<file path="src/rtl/ubfly_collect_pkg.sv">
// Shared types and helpers for the unary butterfly capture stage.
package ubfly_collect_pkg;

    // Capture sequencer states, 3-bit encoding.
    typedef enum logic [2:0] {
        ST_IDLE = 3'd0,
        ST_LOAD = 3'd1,
        ST_FILL = 3'd2,
        ST_ACC  = 3'd3,
        ST_DONE = 3'd4
    } state_e;

    // Stream period L = 2^bw cycles.
    function automatic int unsigned streamLen(input int unsigned bw);
        return 32'd1 << bw;
    endfunction

    // A count of 0..L needs one bit more than the weight width.
    function automatic int unsigned cntWidth(input int unsigned bw);
        return bw + 32'd1;
    endfunction

endpackage

</file>
<file path="src/rtl/ubfly_stream_cnt.sv">
// Single-channel ones counter: synchronous clear, enable, async active-low reset.
module ubfly_stream_cnt #(
    parameter int unsigned W = 9
) (
    input  logic         iClk,
    input  logic         iRstN,
    input  logic         iClr,
    input  logic         iEn,
    input  logic         iBit,
    output logic [W-1:0] oCnt
);

    localparam logic [W-1:0] ONE = W'(1);

    // Clear wins over counting; count only enabled ones.
    always_ff @(posedge iClk or negedge iRstN) begin
        if (!iRstN)
            oCnt <= '0;
        else if (iClr)
            oCnt <= '0;
        else if (iEn && iBit)
            oCnt <= oCnt + ONE;
    end

endmodule

</file>
<file path="src/rtl/ubfly_collect.sv">
// Capture stage for the unary butterfly: pulses the weight load, drops the
// pipeline-fill cycles, counts ones on four streams for one full period and
// hands the counts downstream with a valid/ready handshake.
module ubfly_collect
    import ubfly_collect_pkg::*;
#(
    parameter int unsigned BITWIDTH = 8,
    parameter int unsigned SKIP     = 2
) (
    input  logic              iClk,
    input  logic              iRstN,
    input  logic              iStart,
    input  logic              iReal0,
    input  logic              iImg0,
    input  logic              iReal1,
    input  logic              iImg1,
    output logic              oLoadW,
    output logic              oBusy,
    output logic              oValid,
    input  logic              iReady,
    output logic [BITWIDTH:0] oCntReal0,
    output logic [BITWIDTH:0] oCntImg0,
    output logic [BITWIDTH:0] oCntReal1,
    output logic [BITWIDTH:0] oCntImg1
);

    localparam int unsigned          CW        = cntWidth(BITWIDTH);
    localparam logic [BITWIDTH-1:0]  ACC_LAST  = BITWIDTH'(streamLen(BITWIDTH) - 1);
    localparam logic [BITWIDTH-1:0]  CYC_ONE   = BITWIDTH'(1);
    localparam logic [3:0]           SKIP_LAST = (SKIP > 0) ? 4'(SKIP - 1) : 4'd0;

    state_e              state, stateNext;
    logic [BITWIDTH-1:0] cycCnt;
    logic [3:0]          skipCnt;
    logic                loadW;

    // State register.
    always_ff @(posedge iClk or negedge iRstN) begin
        if (!iRstN)
            state <= ST_IDLE;
        else
            state <= stateNext;
    end

    // Next-state logic; iStart only matters in IDLE.
    always_comb begin
        stateNext = state;
        unique case (state)
            ST_IDLE: if (iStart) stateNext = ST_LOAD;
            ST_LOAD: stateNext = (SKIP > 0) ? ST_FILL : ST_ACC;
            ST_FILL: if (skipCnt == SKIP_LAST) stateNext = ST_ACC;
            ST_ACC:  if (cycCnt == ACC_LAST) stateNext = ST_DONE;
            ST_DONE: if (iReady) stateNext = ST_IDLE;
            default: stateNext = ST_IDLE;
        endcase
    end

    // Fill and stream-period counters, restarted by the load cycle.
    always_ff @(posedge iClk or negedge iRstN) begin
        if (!iRstN) begin
            cycCnt  <= '0;
            skipCnt <= '0;
        end else begin
            unique case (state)
                ST_LOAD: begin
                    cycCnt  <= '0;
                    skipCnt <= '0;
                end
                ST_FILL: skipCnt <= skipCnt + 4'd1;
                ST_ACC:  cycCnt  <= cycCnt + CYC_ONE;
                default: ;
            endcase
        end
    end

    // Registered load pulse, high for exactly the LOAD cycle.
    always_ff @(posedge iClk or negedge iRstN) begin
        if (!iRstN)
            loadW <= 1'b0;
        else
            loadW <= (stateNext == ST_LOAD);
    end

    logic                 accClr, accEn;
    logic [3:0]           streamBits;
    logic [3:0][CW-1:0]   cnt;

    assign accClr     = (state == ST_LOAD);
    assign accEn      = (state == ST_ACC);
    assign streamBits = {iImg1, iReal1, iImg0, iReal0};

    for (genvar g = 0; g < 4; g++) begin : gCh
        ubfly_stream_cnt #(.W(CW)) uCnt (
            .iClk  (iClk),
            .iRstN (iRstN),
            .iClr  (accClr),
            .iEn   (accEn),
            .iBit  (streamBits[g]),
            .oCnt  (cnt[g])
        );
    end

    // Counters only move in LOAD/ACC, so they are stable through DONE and
    // keep their value after acceptance until the next LOAD.
    assign oCntReal0 = cnt[0];
    assign oCntImg0  = cnt[1];
    assign oCntReal1 = cnt[2];
    assign oCntImg1  = cnt[3];
    assign oLoadW    = loadW;
    assign oBusy     = (state != ST_IDLE);
    assign oValid    = (state == ST_DONE);

endmodule

</file>
<file path="config.mk">
export PLATFORM = sky130hd
export DESIGN_NAME = ubfly_collect
export DESIGN_NICKNAME = d
export VERILOG_FILES = /design/src/rtl/ubfly_collect_pkg.sv /design/src/rtl/ubfly_stream_cnt.sv /design/src/rtl/ubfly_collect.sv
export SDC_FILE = /design/constraint.sdc
export NUM_CORES = 1
export LEC_CHECK = 0
export ABC_AREA = 1
export CORE_ASPECT_RATIO = 0.7
export CORE_UTILIZATION = 45
export CTS_BUF_LIST = sky130_fd_sc_hd__clkbuf_4
export DETAILED_ROUTE_END_ITERATION = 10
export GPL_ROUTABILITY_DRIVEN = 0
export PLACE_DENSITY = 0.8
export SETUP_SLACK_MARGIN = 0.4
export SKIP_LAST_GASP = 1
export SYNTH_ARGS = -nofsm -noshare
export SYNTH_HDL_FRONTEND = slang
export SYNTH_SLANG_ARGS = --single-unit
</file>
<file path="constraint.sdc">
create_clock -name iClk -period 1.5 [get_ports iClk]
set_input_delay 0.225 -clock iClk [delete_from_list [all_inputs] [get_ports iClk]]
set_output_delay 0.225 -clock iClk [all_outputs]
set_load 0.02 [all_outputs]
</file>
==> out/results.ini, run 1 <==
[synthesis]
ys_ff_latch = 52
synthesis.area_um2 = 2870
yosys.cell_types.count = 24
synth_seq_area_share_pct = 45.4
synth_top_cell_area_share_pct = 45.4
netlist_instances = 377
synth_flop_cell = sky130_fd_sc_hd__dfrtp_1
yosys.area.top_type = sky130_fd_sc_hd__dfrtp_1
postSynth.asyncResetShare_pct = 100
synth_top_cells_by_area = sky130_fd_sc_hd__dfrtp_1, sky130_fd_sc_hd__nand2_1, sky130_fd_sc_hd__nand3_1
synth-warning-count = 0
edff_count_synth = 0
mappedNetlistNets = 392
synth_area_per_cell_um2 = 7.60

[clock_tree]
cts_inserted_buffers = 5
clkLatencyLatePin_ns = 0.41
cts.clk_slew.worst_paths_ns = 0.16
clock_tree.htree_level_count = 2
tritoncts_num_sinks = 52
tritoncts = yes
cts.root.buffer_cell = sky130_fd_sc_hd__clkbuf_4
max-clock-path-buffers = 2

[place]
placed_cells = 505
dpl-instance-area_um2 = 3640
port_buffers = 46
hpwl_reported_at_the_end_of_detailed_placement_um = 5180
place_worst_setup_slack_ns = -0.0175

[layout]
nFillCells = 338
layout-drive-gt1-share_pct = 44.4
flow.area_growth_from_synthesis_pct = 66.7
multi_input_area_um2 = 1840
finish.cell_count_without_fillers = 582
antennaDiodeCount = 0
fin_area_um2 = 4780
final-seq-area_um2 = 1320
finish.net_count = 522

[floorplanning]
die_height_um = 68.8
floorplan.io_pins = 47
placeableCoreArea_um2 = 5930
placementRows = 23
fp.dieArea_um2 = 6700
initial_utilization_pct = 48.4
die_x_um = 97.4

[timing]
rsz0062_at_grt = yes
timing.final.hold_violations = 0
worst_slew_pin_slew_ns = 0.493
final_critical_path_setup_slack_ns = 0.0295
max_clock_freq_mhz = 680
timing_max_transition_violations_final = 0
fin_crit_share_pct = 98.0
setup_violations = 0
max_slew_margin_pct = 67.1
setup_total_negative_slack_ns = 0
finClkSkew_ns = 0.0128
fin_crit_ns = 1.47

[setup_path]
crit_path_max_fanout = 5
arrival_time_reported_for_the_critical_path_endpoint_ns = 1.78
r2r_end = gCh[1].uCnt.oCnt[2]
crit_path_cell_trace = inv_4 > buf_6 > nor2_8 > buf_12 > nand2_8 > nor2_4 > nand3_1 > nand2_1 > nor2_1
regToRegStartpoint = state[0]
critical-path-max-stage-delay_ns = 0.46
worstSetupStartpointType = flop
cp_slowest_cell = sky130_fd_sc_hd__dfrtp_2
r2r_setup_slack_ns = 0.03
worst-r2r-cell-count = 9
data_required_time_at_the_worst_endpoint_ns = 1.81
worst_setup_path_end_kind = flop
timing.setup.critical_path_class = reg2reg

[job]
maxCapViolations = 0

[global_route]
global_route.overflow_total = 0
grt_antenna_before_repair = 0
grt_pass1_wl_um = 15500
groute.usage.overall_pct = 30.3
vias_in_the_first_global_route = 3271
maximum_number_of_pins_on_one_net_before_global_route_repair = 19

[drt]
drc_errors = 0
drt_iter0_markers = 282
detail_route.first_pass.iterations = 5
drt-vias-per-instance = 5.75
drt-total-wl_um = 10500
routed-via-count = 3347
antenna_violating_nets_post_route = 0
detail_route.wl_per_cell_um = 18.0

[worst_hold_path]
hold_path_class = in2async

[power_and_ir_drop]
power.leakage_nw = 2.22
pwr_dens_nw_per_um2 = 1350
peakVddDrop_mv = 1.24
power.total_w = 0.00647

[run_status]
status = completed

[kinds of logic after synthesis]
group                      Yosys count  share of synthesized area, %
adders and majority gates            7                          3.06
DFF                                 52                          45.4
xor gates and xnor gates             3                         0.917
buffers and inverters               45                          6.24
and+or+nand+nor                    226                          34.9
AOI/OAI and AO/OA                   44                          9.52
[Yosys cell counts, types with 3 or more instances]
library cell,n
sky130_fd_sc_hd__a21oi_4,4
sky130_fd_sc_hd__inv_1,34
sky130_fd_sc_hd__inv_2,7
sky130_fd_sc_hd__dfrtp_1,52
sky130_fd_sc_hd__nor2_1,43
sky130_fd_sc_hd__o21ai_0,8
sky130_fd_sc_hd__o21ai_1,3
sky130_fd_sc_hd__nand3_1,34
sky130_fd_sc_hd__nor3_1,7
sky130_fd_sc_hd__ha_1,7
sky130_fd_sc_hd__nand2_1,121
sky130_fd_sc_hd__xnor2_1,3
sky130_fd_sc_hd__nand4_1,12
sky130_fd_sc_hd__a21oi_1,25
[repair_timing]
item / CTS / global route
hold buffers: 1 / 0
resized for setup: 281 / 57
pin swaps: 26 / 40
cloned: 8 / 0
setup buffers: 48 / 13
setup endpoints to repair: 90 / 91
endpoints found under the hold margin: 16 / 0
[cell type report]
| type | count | share of cell area (%) |
|---|---|---|
| tap | 75 | 1.96 |
| sequential | 52 | 27.6 |
| timing repair buffer | 122 | 27.2 |
| clock inverter | 1 | 0.105 |
| inverter | 41 | 3.69 |
| multi-input combinational | 285 | 38.5 |
| clock buffer | 6 | 0.943 |
[per-layer routing]
layer,vias to the layer above,GRT usage [%],wire length (um)
met4,0,14.3,346
met2,187,51.7,5050
met1,1608,37.2,4210
li1,1498,-,-
met3,54,7.66,887
met5,-,0,0
[state kept, by name (all words and copies together) (netlist names)]
name and flops:
cycCnt 8, gCh.uCnt.oCnt 36, state 3, skipCnt 4, oLoadW 1
[worst max path at each step]
| stage | from | to | depth (start not counted) |
|---|---|---|---|
| global placement | state[0] | oValid | 2 |
| detailed placement | iImg1 | gCh[3].uCnt.oCnt[4] | 6 |
| finish | state[0] | gCh[1].uCnt.oCnt[2] | 9 |
| global route | state[0] | gCh[1].uCnt.oCnt[2] | 9 |
| floorplan | state[1] | state[2] | 4 |
| CTS | state[1] | oValid | 2 |
[power breakdown]
part / leakage [nW] / internal (W) / switching [W] / total (W)
Sequential: 0.689 / 0.00162 / 0.000209 / 0.00183
Combinational: 1.50 / 0.00181 / 0.00215 / 0.00396
Clock: 0.0315 / 0.000192 / 0.000486 / 0.000678
Total: 2.22 / 0.00363 / 0.00285 / 0.00647
[per-stage QoR]
stage | hold WS (ns) | utilization, %
floorplan | -0.0706 | -
global placement | 0.207 | 61.5
detailed placement | 0.213 | 61.5
CTS | 0.303 | 75.1
global route | 0.304 | 80.6
finish | 0.278 | 80.6
[placed cells by master (no fill, tap or decap), types with 8 or more instances in the layout]
| master | Yosys | layout |
|---|---|---|
| sky130_fd_sc_hd__nand2_1 | 121 | 108 |
| sky130_fd_sc_hd__buf_6 | 0 | 55 |
| sky130_fd_sc_hd__buf_4 | 2 | 48 |
| sky130_fd_sc_hd__dfrtp_1 | 52 | 38 |
| sky130_fd_sc_hd__nor2_1 | 43 | 35 |
| sky130_fd_sc_hd__inv_1 | 34 | 31 |
| sky130_fd_sc_hd__nand3_1 | 34 | 18 |
| sky130_fd_sc_hd__a21oi_1 | 25 | 16 |
| sky130_fd_sc_hd__nand3_2 | 0 | 14 |
| sky130_fd_sc_hd__dfrtp_2 | 0 | 14 |
| sky130_fd_sc_hd__nand4_1 | 12 | 12 |
| sky130_fd_sc_hd__nand2_2 | 2 | 10 |
| sky130_fd_sc_hd__nor2_4 | 2 | 9 |
| sky130_fd_sc_hd__a21oi_2 | 0 | 9 |
| sky130_fd_sc_hd__o21ai_1 | 3 | 9 |
| sky130_fd_sc_hd__buf_12 | 0 | 8 |
[worst max-delay path, delay by kind of cell (launching register included)]
kind	cells	cell delay, ns
simple gates	6	0.60
flops	1	0.46
buf+inv	3	0.31
Power figures use the tool's default switching activity.
==> inputs of run 2 (changes only) <==
--- a/config.mk
+++ b/config.mk
@@ -7,6 +7,7 @@
 export LEC_CHECK = 0
 export ABC_AREA = 1
 export CORE_ASPECT_RATIO = 0.7
+export CORE_MARGIN = 1
 export CORE_UTILIZATION = 45
 export CTS_BUF_LIST = sky130_fd_sc_hd__clkbuf_4
 export DETAILED_ROUTE_END_ITERATION = 10
@@ -14,6 +15,7 @@
 export PLACE_DENSITY = 0.8
 export SETUP_SLACK_MARGIN = 0.4
 export SKIP_LAST_GASP = 1
+export SLEW_MARGIN = 40
 export SYNTH_ARGS = -nofsm -noshare
 export SYNTH_HDL_FRONTEND = slang
 export SYNTH_SLANG_ARGS = --single-unit
==> results of run 2 <==
The final DEF is identical to that of run 1; final timing and power are the same.
